**src/rtl/text_console_pkg.sv**
```systemverilog
// Shared constants, control codes and FSM state encoding for the text console writer.
package text_console_pkg;
    localparam int COLS  = 64;
    localparam int ROWS  = 32;
    localparam int CELLS = COLS * ROWS;

    localparam logic [7:0] CHR_BS = 8'h08;
    localparam logic [7:0] CHR_LF = 8'h0A;
    localparam logic [7:0] CHR_FF = 8'h0C;
    localparam logic [7:0] CHR_CR = 8'h0D;

    typedef enum logic [1:0] {
        IDLE,
        CLR_LINE,
        CLR_SCREEN
    } state_t;
endpackage

```
**src/rtl/console_cursor.sv**
```systemverilog
// Cursor position and scroll offset; maps the logical cursor to a physical buffer address.
module console_cursor #(
    parameter int COLS_LOG2 = 6,
    parameter int ROWS_LOG2 = 5
) (
    input  logic                           i_clk,
    input  logic                           i_rst_n,
    input  logic                           i_cr,
    input  logic                           i_lf,
    input  logic                           i_bs,
    input  logic                           i_adv,
    input  logic                           i_home,
    output logic [ROWS_LOG2-1:0]           o_top_row,
    output logic                           o_at_right,
    output logic                           o_at_bottom,
    output logic [COLS_LOG2+ROWS_LOG2-1:0] o_cursor_addr
);
    localparam logic [COLS_LOG2-1:0] COL_ONE = 1;
    localparam logic [ROWS_LOG2-1:0] ROW_ONE = 1;

    logic [COLS_LOG2-1:0] col_q, col_d;
    logic [ROWS_LOG2-1:0] row_q, row_d;
    logic [ROWS_LOG2-1:0] top_q, top_d;
    logic [ROWS_LOG2-1:0] phys_row;
    logic                 newline;

    assign o_at_right  = (col_q == '1);
    assign o_at_bottom = (row_q == '1);
    assign newline     = i_lf | (i_adv & o_at_right);

    always_comb begin
        col_d = col_q;
        row_d = row_q;
        top_d = top_q;
        if (i_home) begin
            col_d = '0;
            row_d = '0;
            top_d = '0;
        end else begin
            if (i_cr) begin
                col_d = '0;
            end else if (i_bs && (col_q != '0)) begin
                col_d = col_q - COL_ONE;
            end else if (i_adv) begin
                col_d = col_q + COL_ONE;
            end
            // At the bottom row the screen scrolls instead of the cursor moving.
            if (newline) begin
                if (o_at_bottom) top_d = top_q + ROW_ONE;
                else             row_d = row_q + ROW_ONE;
            end
        end
    end

    always_ff @(posedge i_clk or negedge i_rst_n) begin
        if (!i_rst_n) begin
            col_q <= '0;
            row_q <= '0;
            top_q <= '0;
        end else begin
            col_q <= col_d;
            row_q <= row_d;
            top_q <= top_d;
        end
    end

    assign phys_row      = row_q + top_q;
    assign o_top_row     = top_q;
    assign o_cursor_addr = {phys_row, col_q};
endmodule

```
**src/rtl/text_console_writer.sv**
```systemverilog
// Port-A write master for the character buffer: terminal-style byte interpreter with hardware scroll.
// state      | meaning
// IDLE       | accepting bytes, one per cycle
// CLR_LINE   | blanking the physical row that just became the bottom line
// CLR_SCREEN | blanking the whole buffer, then homing cursor and scroll offset
module text_console_writer
    import text_console_pkg::*;
#(
    parameter int         COLS_LOG2  = 6,
    parameter int         ROWS_LOG2  = 5,
    parameter logic [7:0] BLANK_CHAR = 8'h20
) (
    input  logic                           i_clk,
    input  logic                           i_rst_n,
    input  logic [7:0]                     i_data,
    input  logic                           i_valid,
    output logic                           o_ready,
    output logic [COLS_LOG2+ROWS_LOG2-1:0] o_address,
    output logic [7:0]                     o_data,
    output logic                           o_we,
    output logic [ROWS_LOG2-1:0]           o_top_row,
    output logic [COLS_LOG2+ROWS_LOG2-1:0] o_cursor_addr
);
    localparam int              AW      = COLS_LOG2 + ROWS_LOG2;
    localparam logic [AW-1:0]   CNT_ONE = 1;

    state_t                state_q, state_d;
    logic [AW-1:0]         cnt_q, cnt_d;
    logic [ROWS_LOG2-1:0]  clr_row_q, clr_row_d;
    logic                  we_q, we_d;
    logic [AW-1:0]         addr_q, addr_d;
    logic [7:0]            data_q, data_d;
    logic                  ready_q, ready_d;

    logic                  accept;
    logic                  cur_cr, cur_lf, cur_bs, cur_adv, cur_home;
    logic [ROWS_LOG2-1:0]  top_row;
    logic                  at_right, at_bottom;
    logic [AW-1:0]         cursor_addr;

    assign accept = i_valid & ready_q;

    console_cursor #(
        .COLS_LOG2 (COLS_LOG2),
        .ROWS_LOG2 (ROWS_LOG2)
    ) u_cursor (
        .i_clk         (i_clk),
        .i_rst_n       (i_rst_n),
        .i_cr          (cur_cr),
        .i_lf          (cur_lf),
        .i_bs          (cur_bs),
        .i_adv         (cur_adv),
        .i_home        (cur_home),
        .o_top_row     (top_row),
        .o_at_right    (at_right),
        .o_at_bottom   (at_bottom),
        .o_cursor_addr (cursor_addr)
    );

    always_comb begin
        state_d   = state_q;
        cnt_d     = cnt_q;
        clr_row_d = clr_row_q;
        we_d      = 1'b0;
        addr_d    = addr_q;
        data_d    = data_q;
        cur_cr    = 1'b0;
        cur_lf    = 1'b0;
        cur_bs    = 1'b0;
        cur_adv   = 1'b0;
        cur_home  = 1'b0;
        case (state_q)
            IDLE: begin
                if (accept) begin
                    case (i_data)
                        CHR_CR: cur_cr = 1'b1;
                        CHR_BS: cur_bs = 1'b1;
                        CHR_FF: begin
                            cnt_d   = '0;
                            state_d = CLR_SCREEN;
                        end
                        CHR_LF: begin
                            cur_lf = 1'b1;
                            // Scroll: the first blank of the old top row goes out with the LF itself.
                            if (at_bottom) begin
                                we_d      = 1'b1;
                                addr_d    = {top_row, {COLS_LOG2{1'b0}}};
                                data_d    = BLANK_CHAR;
                                clr_row_d = top_row;
                                cnt_d     = CNT_ONE;
                                state_d   = CLR_LINE;
                            end
                        end
                        default: begin
                            we_d    = 1'b1;
                            addr_d  = cursor_addr;
                            data_d  = i_data;
                            cur_adv = 1'b1;
                            if (at_right && at_bottom) begin
                                clr_row_d = top_row;
                                cnt_d     = '0;
                                state_d   = CLR_LINE;
                            end
                        end
                    endcase
                end
            end
            CLR_LINE: begin
                we_d   = 1'b1;
                addr_d = {clr_row_q, cnt_q[COLS_LOG2-1:0]};
                data_d = BLANK_CHAR;
                cnt_d  = cnt_q + CNT_ONE;
                if (cnt_q[COLS_LOG2-1:0] == '1) state_d = IDLE;
            end
            CLR_SCREEN: begin
                we_d   = 1'b1;
                addr_d = cnt_q;
                data_d = BLANK_CHAR;
                cnt_d  = cnt_q + CNT_ONE;
                if (cnt_q == '1) begin
                    cur_home = 1'b1;
                    state_d  = IDLE;
                end
            end
            default: state_d = CLR_SCREEN;
        endcase
        // Ready only after a full cycle in IDLE, so it rises the cycle after the last clear write.
        ready_d = (state_d == IDLE) && (state_q == IDLE);
    end

    always_ff @(posedge i_clk or negedge i_rst_n) begin
        if (!i_rst_n) begin
            state_q   <= CLR_SCREEN;
            cnt_q     <= '0;
            clr_row_q <= '0;
            we_q      <= 1'b0;
            addr_q    <= '0;
            data_q    <= '0;
            ready_q   <= 1'b0;
        end else begin
            state_q   <= state_d;
            cnt_q     <= cnt_d;
            clr_row_q <= clr_row_d;
            we_q      <= we_d;
            addr_q    <= addr_d;
            data_q    <= data_d;
            ready_q   <= ready_d;
        end
    end

    assign o_ready       = ready_q;
    assign o_we          = we_q;
    assign o_address     = addr_q;
    assign o_data        = data_q;
    assign o_top_row     = top_row;
    assign o_cursor_addr = cursor_addr;
endmodule

```
**config.mk**
```make
export PLATFORM = sky130hd
export DESIGN_NAME = text_console_writer
export DESIGN_NICKNAME = d
export VERILOG_FILES = /design/src/rtl/text_console_pkg.sv /design/src/rtl/console_cursor.sv /design/src/rtl/text_console_writer.sv
export SDC_FILE = /design/constraint.sdc
export NUM_CORES = 1
export LEC_CHECK = 0
export ABC_CLOCK_PERIOD_IN_PS = 2710
export BUFFER_PORTS_ARGS = -buffer_cell sky130_fd_sc_hd__clkbuf_2
export CORE_MARGIN = 10
export CORE_UTILIZATION = 51
export CTS_CLUSTER_DIAMETER = 120
export DETAILED_ROUTE_END_ITERATION = 10
export GPL_TIMING_DRIVEN = 0
export PLACE_DENSITY = 0.73
export SLEW_MARGIN = 20
export SYNTH_ARGS = -nofsm -noshare
export SYNTH_HDL_FRONTEND = slang
export SYNTH_SLANG_ARGS = --single-unit
```
**constraint.sdc**
```tcl
create_clock -name i_clk -period 2.71 [get_ports i_clk]
set_clock_uncertainty 0.2 [all_clocks]
set_input_delay 0.271 -clock i_clk [delete_from_list [all_inputs] [get_ports i_clk]]
set_output_delay 0.271 -clock i_clk [all_outputs]
set_load 0.1 [all_outputs]
```
==> flow_metrics.py, run 1 <==
metrics = {
    "sta": {
        "setup_viol": 10,
        "hold_viol_final": 0,
        "rsz0062_at_grt": "yes",
        "worstMarginPinSlew_ns": 0.6815,
        "fmax_ghz": 0.3577,
        "fin_crit_sh_pct": 103.2,
        "slew_headroom_pct": 54.40,
        "drv_slew": 0,
        "setup_slack_ns": -0.08552,
        "min_period_ns": 2.796,
    },
    "synth": {
        "ys_warn_count": 0,
        "synth_top_family_by_area": "compound AO/OA/AOI/OAI gates",
        "synthSimpleGateAreaFrac_pct": 17.45,
        "synthAdderAreaFrac_pct": 7.498,
        "synth_area_leaders": "dfrtp_1 40%, ha_1 6.3%, nand2_1 4.2%",
        "ys_ff_latch": 55,
        "synthCells": 355,
        "ys.flop_type": "dfrtp_1",
        "synthMuxAreaShare_pct": 4.751,
        "synth_compound_area_share_pct": 21.46,
        "netlist_area_sq_um": 3371,
        "yosysSeqAreaShare_pct": 40.87,
        "synth_xor_area_share_pct": 4.157,
        "ys_async_sr_fraction_pct": 100.0,
        "syn-num-nets": 385,
        "yosysTopAreaCell": "dfrtp_1",
        "synth.avg_cell_area_sq_um": 9.495,
        "synth_top_area_share_pct": 40.09,
        "synth_edf_count": 0,
        "synth_cell_type_count": 55,
    },
    "die": {
        "fp.dieW_microns": 101.3,
        "initial_core_util_pct": 52.78,
        "ios": 48,
        "core_area_sq_um": 6386,
        "dieArea_sq_um": 10260,
        "die_h_microns": 101.3,
        "rows": 29,
    },
    "critical_path": {
        "worstPathArrival_ns": 2.80,
        "crit_required_ns": 2.71,
        "cp_max_fo": 6,
        "critPathSlowestCell": "dfrtp_1",
        "cp_cell_sequence": "ha_2 -> and3_4 -> ha_4 -> inv_2 -> or3_4 -> a221o_1 -> buf_6 -> o31ai_4 -> o21ai_1 -> o2bb2ai_1",
        "crit_path_end_kind": "flop",
        "critPathKind": "flop to flop",
        "crit_path_start_kind": "flop",
        "crit_buf_inv": 2,
        "slowest_delay_ns": 0.40,
        "critical_path.top_delay_family": "compound AO/OA/AOI/OAI gates",
    },
    "cts": {
        "htree_num_levels": 2,
        "clk_pin_slew_ns": 0.10,
        "clkLatencyLatePin_ns": 0.31,
        "clockBufferDepth": 2,
        "clock_tree.root_cell": "clkbuf_8",
        "cts_buffers": 5,
        "cts_tree": "built",
        "clkSinkCount": 55,
    },
    "finish": {
        "post-route-util_pct": 67.01,
        "final_nets": 457,
        "layout.cells.non_filler": 505,
        "area.growth.synth_to_final_pct": 26.95,
        "antenna_cells": 0,
        "drive_gt1_share_pct": 35.28,
    },
    "grt": {
        "global_route.overflow_total": 0,
        "antenna_found_initial": 0,
        "use_met2_pct": 28.17,
        "grtUsageTotal_pct": 17.84,
        "met1_usage_pct": 23.48,
        "grt_max_degree": 29,
        "grt_pass1_vias": 3048,
        "grt_util_met3_pct": 4.221,
        "grt_busiest_layer": "met2",
        "grt_pass1_wl_mm": 14.99,
    },
    "routing": {
        "vias": 3049,
        "detail_route.wl_per_cell_microns": 18.72,
        "drt-total-wl_mm": 9.452,
        "vias_per_cell": 6.038,
        "drc": 0,
        "firstDrtPassIters": 5,
        "ant_nets": 0,
        "drtIter0Drc": 198,
    },
    "flow_run": {
        "drv_cap": 0,
    },
    "power": {
        "p_leak_uw": 0.001921,
        "ir_worst_vdd_mv": 1.142,
        "power.density_nw_per_um2": 1112,
    },
    "placement": {
        "gp_congestion": 0.8922,
        "dp_cells": 479,
        "port_buffers": 46,
        "dpl.hpwl_mm": 6.528,
    },
    "min_path": {
        "min_path_type": "primary input to flop",
    },
    "status": {
        "status": "finished with violations",
        "violations": "negative setup slack",
    },
}
-- layout make-up --
class	instances	area, sq um
multi-input cells	269	2133
clock inverters	1	5.005
repair buffers	66	434.2
clock buffers	7	76.32
plain buffers	11	61.31
inverters	19	76.32
well taps	77	96.34
flip-flops and latches	55	1396
fillers	515	2107
-- worst min-delay path, delay by kind of cell --
family / cells / cell delay (ns)
buffers and inverters: 1 / 0.11
and+or+nand+nor: 2 / 0.12
-- worst paths after layout --
path / start / endpoint / slack, ns / cells past startpoint
max reg2reg: u_cursor.row_q[0] / cnt_q[7] / -0.09 / 10
min reg2reg: o_data[6] / o_data[6] / 0.27 / 2
min: i_data[6] / o_data[6] / 0.02 / 3
max in group asynchronous: i_rst_n / u_cursor.col_q[2] / 1.58 / 3
min in group asynchronous: i_rst_n / o_we / 0.24 / 2
max: u_cursor.row_q[0] / cnt_q[7] / -0.09 / 10
-- layer usage --
layer	wire [microns]	part of all wire (%)
met5	0	0
met4	138	1.5
met3	634	6.7
met2	4613	49
met1	4064	43
-- where the power goes --
part / total (uW) / switching [uW] / internal, uW
Sequential: 1290 / 232 / 1060
Clock: 456 / 273 / 183
Combinational: 3010 / 2310 / 702
-- metrics by stage --
step	hold WS (ns)	instance area, sq um	TNS, ns	power (uW)	setup slack, ns
floorplan	-0.2246	3501	-0.3428	3567	-0.2796
global placement	0.2505	3827	-4.698	4089	-0.3220
detailed placement	0.05684	3850	-5.125	4124	-0.3485
CTS	0.01598	4133	-0.2550	4683	-0.04603
global route	0.03023	4279	-1.451	5001	-0.1547
finish	0.01940	4279	-0.5804	4759	-0.08552
-- cell usage in the layout (no fill, tap or decap), drive strengths merged, types with 3 or more instances in the layout --
cell / count
clkbuf: 61
dfrtp: 54
nor2: 39
nand2: 38
a21oi: 22
buf: 22
inv: 19
nand3: 17
ha: 17
o21ai: 15
xnor2: 13
mux2: 8
nand4: 7
a22oi: 7
mux2i: 7
a31oi: 7
o31ai: 7
a22o: 6
a21o: 5
and3: 5
a2111oi: 4
nor3: 4
a211oi: 4
xor2: 3
a221oi: 3
a221o: 3
o22ai: 3
-- kinds of logic after synthesis --
| group | count (synthesis) |
|---|---|
| flip-flops | 55 |
| AO/OA/AOI/OAI | 95 |
| adder cells (fa/ha/maj) | 19 |
| XOR/XNOR | 16 |
| buffers and inverters | 31 |
| multiplexers | 15 |
| AND/OR/NAND/NOR | 124 |
-- synthesized netlist by cell type, drive strengths merged, types with 8 or more instances --
| master | number |
|---|---|
| dfrtp | 54 |
| nor2 | 39 |
| nand2 | 38 |
| a21oi | 22 |
| inv | 19 |
| ha | 17 |
| nand3 | 17 |
| o21ai | 15 |
| xnor2 | 13 |
| clkbuf | 9 |
| mux2 | 8 |
-- sequential cells by signal, indices dropped and copies added (netlist names) --
name	cells
u_cursor.col_q	6
cnt_q	11
o_data	8
clr_row_q	5
o_ready	1
u_cursor.row_q	5
o_we	1
o_address	11
u_cursor.o_top_row	5
state_q	2
-- timing repair --
action / CTS / global route
endpoints found under the setup margin: 26 / 37
resized for setup: 24 / 24
hold buffers: 1 / 0
endpoints found under the hold margin: 26 / 0
gates cloned: 1 / 0
buffers inserted: 11 / 6
pin swaps: 11 / 15
Power figures use the tool's default switching activity.
==> inputs of run 2 (changes only) <==
- CORE_UTILIZATION: 51 -> 30
- PLACE_DENSITY: 0.73 -> 0.47
==> flow_metrics.py, run 2 (synthesis results as in run 1) <==
metrics = {
    "grt": {
        "grt_pass1_vias": 3087,
        "grt_max_degree": 33,
        "antenna_found_initial": 0,
        "global_route.overflow_total": 0,
        "grtUsageTotal_pct": 12.54,
        "grt_pass1_wl_mm": 16.55,
    },
    "routing": {
        "detail_route.wl_per_cell_microns": 18.11,
        "vias": 3014,
        "ant_nets": 0,
        "drtIter0Drc": 200,
        "vias_per_cell": 5.344,
        "firstDrtPassIters": 4,
        "drt-total-wl_mm": 10.21,
        "drc": 0,
    },
    "finish": {
        "antenna_cells": 0,
        "area.growth.synth_to_final_pct": 30.85,
        "final_nets": 453,
        "num-fill-cells": 1107,
        "final_cell_mix": "43 x clkbuf_2, 43 x dfrtp_1, 38 x nand2_1, 37 x nor2_1, 18 x a21oi_1",
        "post-route-cell-area_sq_um": 4410,
        "drive_gt1_share_pct": 34.67,
    },
    "cts": {
        "clkLatencyLatePin_ns": 0.29,
        "clkSinkCount": 55,
        "cts_buffers": 5,
        "htree_num_levels": 2,
        "cts_tree": "built",
        "clk_pin_slew_ns": 0.07,
        "clock_tree.root_cell": "clkbuf_16",
        "clockBufferDepth": 2,
    },
    "flow_run": {
        "drv_cap": 0,
    },
    "sta": {
        "hold_viol_final": 0,
        "setup_slack_ns": -0.02968,
        "slew_headroom_pct": 52.08,
        "setup_viol": 3,
        "finalHoldWorstSlack_ns": 0.04590,
        "min_period_ns": 2.740,
        "fmax_ghz": 0.3650,
        "fin_crit_sh_pct": 101.1,
        "rsz0062_at_grt": "yes",
        "worstMarginPinSlew_ns": 0.7162,
        "drv_slew": 0,
    },
    "placement": {
        "dpl.hpwl_mm": 7.516,
        "dpl_worst_slack_ns": -0.5228,
        "placed_cell_area_sq_um": 3929,
        "gp_congestion": 0.8238,
        "port_buffers": 46,
    },
    "critical_path": {
        "worstPathArrival_ns": 2.72,
        "crit_required_ns": 2.69,
        "cp_max_fo": 8,
        "critPathKind": "flop to flop",
        "crit_path_end_kind": "flop",
        "crit_path_start_kind": "flop",
    },
    "status": {
        "violations": "negative setup slack",
        "status": "finished with violations",
    },
    "die": {
        "initial_core_util_pct": 30.82,
        "rows": 38,
        "die_h_microns": 126,
        "core_area_sq_um": 10940,
        "ios": 48,
        "dieArea_sq_um": 15880,
        "fp.dieW_microns": 126,
    },
    "power": {
        "pwr-share-comb_pct": 60.2,
        "p_seq_share_pct": 26.0,
        "swShare_pct": 56.78,
        "power.density_nw_per_um2": 1140,
        "power_frac_clock_pct": 13.8,
        "p_leak_uw": 0.001957,
        "p_int_uw": 2173,
        "total_power_uw": 5028,
        "ir_worst_vdd_mv": 0.8458,
        "switchingPower_uw": 2854,
    },
    "min_path": {
        "min_path_type": "primary input to flop",
    },
}
==> run 2: cell count changes in the layout (fill, tap and decap cells not counted), sizes merged <==
| cell | delta |
|---|---|
| clkinv | -1 |
| buf | -3 |
==> run 2: through the flow <==
stage | setup TNS, ns | std cells | utilization, %
global placement | -6.718 | 541 | 35.72
detailed placement | -7.746 | 542 | 35.93
finish | -0.04271 | 564 | 40.33
floorplan | -0.3428 | 355 | -
CTS | -0.4986 | 560 | 39.19
global route | -0.8089 | 564 | 40.33
==> run 2: cell type report <==
| class | count | area [sq um] | area share, % |
|---|---|---|---|
| clock buffer | 8 | 156.4 | 3.546 |
| buffer | 10 | 62.56 | 1.418 |
| sequential | 55 | 1396 | 31.66 |
| inverter | 19 | 76.32 | 1.730 |
| multi-input combinational | 269 | 2125 | 48.17 |
| timing repair buffer | 63 | 419.2 | 9.504 |
| tap | 140 | 175.2 | 3.972 |
==> run 2: power groups by stage <==
stage | logic (uW) | clock network, uW | registers (uW)
5_1_grt | 3220 | 743 | 1350
2_1_floorplan | 936 | 0 | 2630
4_1_cts | 2980 | 714 | 1300
6_report | 3020 | 693 | 1310
3_5_place_dp | 2870 | 0 | 1300
3_3_place_gp | 2860 | 0 | 1300
==> run 2: repair_timing <==
action,in CTS,in global routing
hold endpoints to repair,22,0
pin swaps,12,15
setup buffers,10,4
gates resized for setup,24,19
hold buffers,1,0
setup endpoints to repair,33,42
cloned,0,1
==> run 2: per-layer routing <==
metal	up-vias	global-route usage, %	wire, microns
met5	-	0	0
met1	1482	16.86	4865
met2	92	20.43	4775
li1	1428	-	-
met4	0	2.009	83
met3	12	2.727	487
==> run 2: worst max-delay path, cell delays in order (launching register included) <==
cell	delay [ns]
dfrtp_1	0.36
ha_2	0.19
and3_4	0.20
ha_4	0.15
inv_2	0.04
or3_4	0.36
a221o_1	0.36
o31a_4	0.37
clkbuf_16	0.18
a22o_1	0.22
==> run 2: worst paths after layout <==
path,startpoint,endpoint,slack [ns],cells past startpoint
setup / recovery,u_cursor.row_q[1],cnt_q[3],-0.03,9
hold / removal,i_data[6],o_data[6],0.05,3
setup reg to reg,u_cursor.row_q[1],cnt_q[3],-0.03,9
hold reg to reg,o_data[4],o_data[4],0.27,2
max in group asynchronous,i_rst_n,u_cursor.col_q[0],1.53,3
min in group asynchronous,i_rst_n,o_data[4],0.26,2
==> inputs of run 3 (changes only) <==
- CORE_ASPECT_RATIO: default -> 1.25
- SKIP_CTS_REPAIR_TIMING: default -> 1
==> flow_metrics.py, run 3 (synthesis results as in run 1) <==
metrics = {
    "min_path": {
        "hp-start": "i_data[6]",
        "min_path_type": "primary input to flop",
    },
    "routing": {
        "vias": 2913,
        "detail_route.wl_per_cell_microns": 17.83,
        "firstDrtPassIters": 4,
        "drtIter0Drc": 185,
        "vias_per_cell": 5.183,
        "drc": 0,
        "drt-total-wl_mm": 10.02,
        "ant_nets": 0,
    },
    "placement": {
        "gp_congestion": 0.7780,
        "port_buffers": 46,
        "dpl.hpwl_mm": 7.443,
        "dp_cells": 537,
    },
    "cts": {
        "clock_tree.root_cell": "clkbuf_16",
        "cts_tree": "built",
        "clockBufferDepth": 2,
        "clk_pin_slew_ns": 0.08,
        "htree_num_levels": 2,
        "clkLatencyLatePin_ns": 0.30,
        "cts_buffers": 5,
        "clkSinkCount": 55,
    },
    "grt": {
        "grt_pass1_wl_mm": 15.54,
        "grt_pass1_vias": 2854,
        "antenna_found_initial": 0,
        "grtUsageTotal_pct": 12.09,
        "global_route.overflow_total": 0,
        "grt_max_degree": 35,
    },
    "finish": {
        "drive_gt1_share_pct": 37.24,
        "final_common_cell": "clkbuf_2",
        "final_nets": 456,
        "num-fill-cells": 1089,
        "final_cell_mix": "43 x clkbuf_2, 42 x dfrtp_1, 37 x nor2_1, 37 x nand2_1, 17 x buf_4",
        "layout.cells.non_filler": 562,
        "area.growth.synth_to_final_pct": 32.70,
        "antenna_cells": 0,
    },
    "sta": {
        "fin_crit_sh_pct": 106.4,
        "finalHoldWorstSlack_ns": 0.03090,
        "worstMarginPinSlew_ns": 0.7329,
        "fmax_ghz": 0.3469,
        "setup_viol": 10,
        "min_period_ns": 2.883,
        "drv_slew": 0,
        "hold_viol_final": 0,
        "slew_headroom_pct": 50.96,
        "setup_slack_ns": -0.1730,
        "rsz0062_at_grt": "yes",
    },
    "die": {
        "initial_core_util_pct": 30.56,
        "ios": 48,
        "die_h_microns": 138.5,
        "rows": 43,
        "fp.dieW_microns": 114.8,
        "dieArea_sq_um": 15900,
        "core_area_sq_um": 11030,
    },
    "status": {
        "status": "finished with violations",
        "violations": "negative setup slack",
    },
    "power": {
        "power_frac_clock_pct": 15.2,
        "p_leak_uw": 0.001981,
        "switchingPower_uw": 2897,
        "power.density_nw_per_um2": 1159,
        "p_int_uw": 2290,
        "swShare_pct": 55.85,
        "ir_worst_vdd_mv": 0.5348,
        "p_seq_share_pct": 25.2,
        "pwr-share-comb_pct": 59.6,
        "total_power_uw": 5186,
    },
    "critical_path": {
        "r2r_start": "u_cursor.row_q[0]",
        "critical_path.top_delay_family": "compound AO/OA/AOI/OAI gates",
        "slowest_delay_ns": 0.44,
        "crit_required_ns": 2.70,
        "worstPathArrival_ns": 2.87,
        "startpoint": "u_cursor.row_q[0]",
        "cp_max_fo": 8,
        "crit_path_end_kind": "flop",
        "critPathSlowestCell": "o31a_4",
        "critPathKind": "flop to flop",
        "crit_buf_inv": 2,
        "crit_path_start_kind": "flop",
        "cp_cell_sequence": "ha_2 -> and3_4 -> ha_4 -> inv_2 -> or3_4 -> a221o_1 -> o31a_4 -> clkbuf_16 -> a22o_1",
    },
    "flow_run": {
        "drv_cap": 0,
    },
}
-- run 3: changes by cell type in the layout (fill, tap and decap cells not counted), moves of 2 or more --
cell and change:
a21oi_2 +2, nand3_1 +2, a21oi_1 -2, buf_4 +4, o22ai_2 +2, nand3_2 -2
o22ai_1 -2
-- run 3: per-stage QoR --
stage | instance area [sq um] | setup TNS, ns | worst slack, ns | utilization, %
after detailed placement | 3923 | -7.841 | -0.5212 | 35.56
after global placement | 3900 | -7.715 | -0.5258 | 35.36
after floorplan | 3501 | -0.3428 | -0.2796 | -
after global routing | 4473 | -2.059 | -0.2219 | 40.56
final | 4473 | -1.235 | -0.1730 | 40.56
after CTS | 4100 | -8.763 | -0.5423 | 37.18
-- run 3: area by class of cell --
cell class                      instances  area (sq um)  area share, %
Multi-Input combinational cell        269          2157          48.22
Sequential cell                        55          1398          31.24
Timing Repair Buffer                   66         432.9          9.678
Tap cell                              135         168.9          3.776
Clock buffer                            6         138.9          3.105
Inverter                               19         76.32          1.706
Buffer                                 10         62.56          1.399
Clock inverter                          2         38.79         0.8671
-- run 3: power groups by stage --
stage / Clock, uW / Sequential, uW / Combinational, uW
4_1_cts: 805 / 1280 / 2890
3_5_place_dp: 0 / 1290 / 2880
6_report: 790 / 1310 / 3090
3_3_place_gp: 0 / 1280 / 2870
2_1_floorplan: 0 / 2630 / 936
5_1_grt: 832 / 1340 / 3270
-- run 3: worst paths after layout --
kind | to | slack, ns | cells after the start
min in group asynchronous | u_cursor.row_q[4] | 0.23 | 2
max reg2reg | cnt_q[8] | -0.17 | 9
max in group asynchronous | u_cursor.col_q[0] | 1.55 | 3
min | o_data[6] | 0.03 | 3
min reg2reg | o_data[3] | 0.27 | 2
max | cnt_q[8] | -0.17 | 9
-- run 3: per-layer routing --
layer | up-vias | global-route usage (%) | wire (microns)
met3 | 10 | 1.948 | 300
met2 | 68 | 20.36 | 5252
met5 | - | 0 | 0
met4 | 0 | 3.590 | 119
met1 | 1409 | 15.33 | 4346
li1 | 1426 | - | -
-- run 3: worst register-to-register path: stages, from the launching register on --
cell	delay [ns]
dfrtp_1	0.39
ha_2	0.20
and3_4	0.19
ha_4	0.16
inv_2	0.04
or3_4	0.36
a221o_1	0.40
o31a_4	0.44
clkbuf_16	0.19
a22o_1	0.20
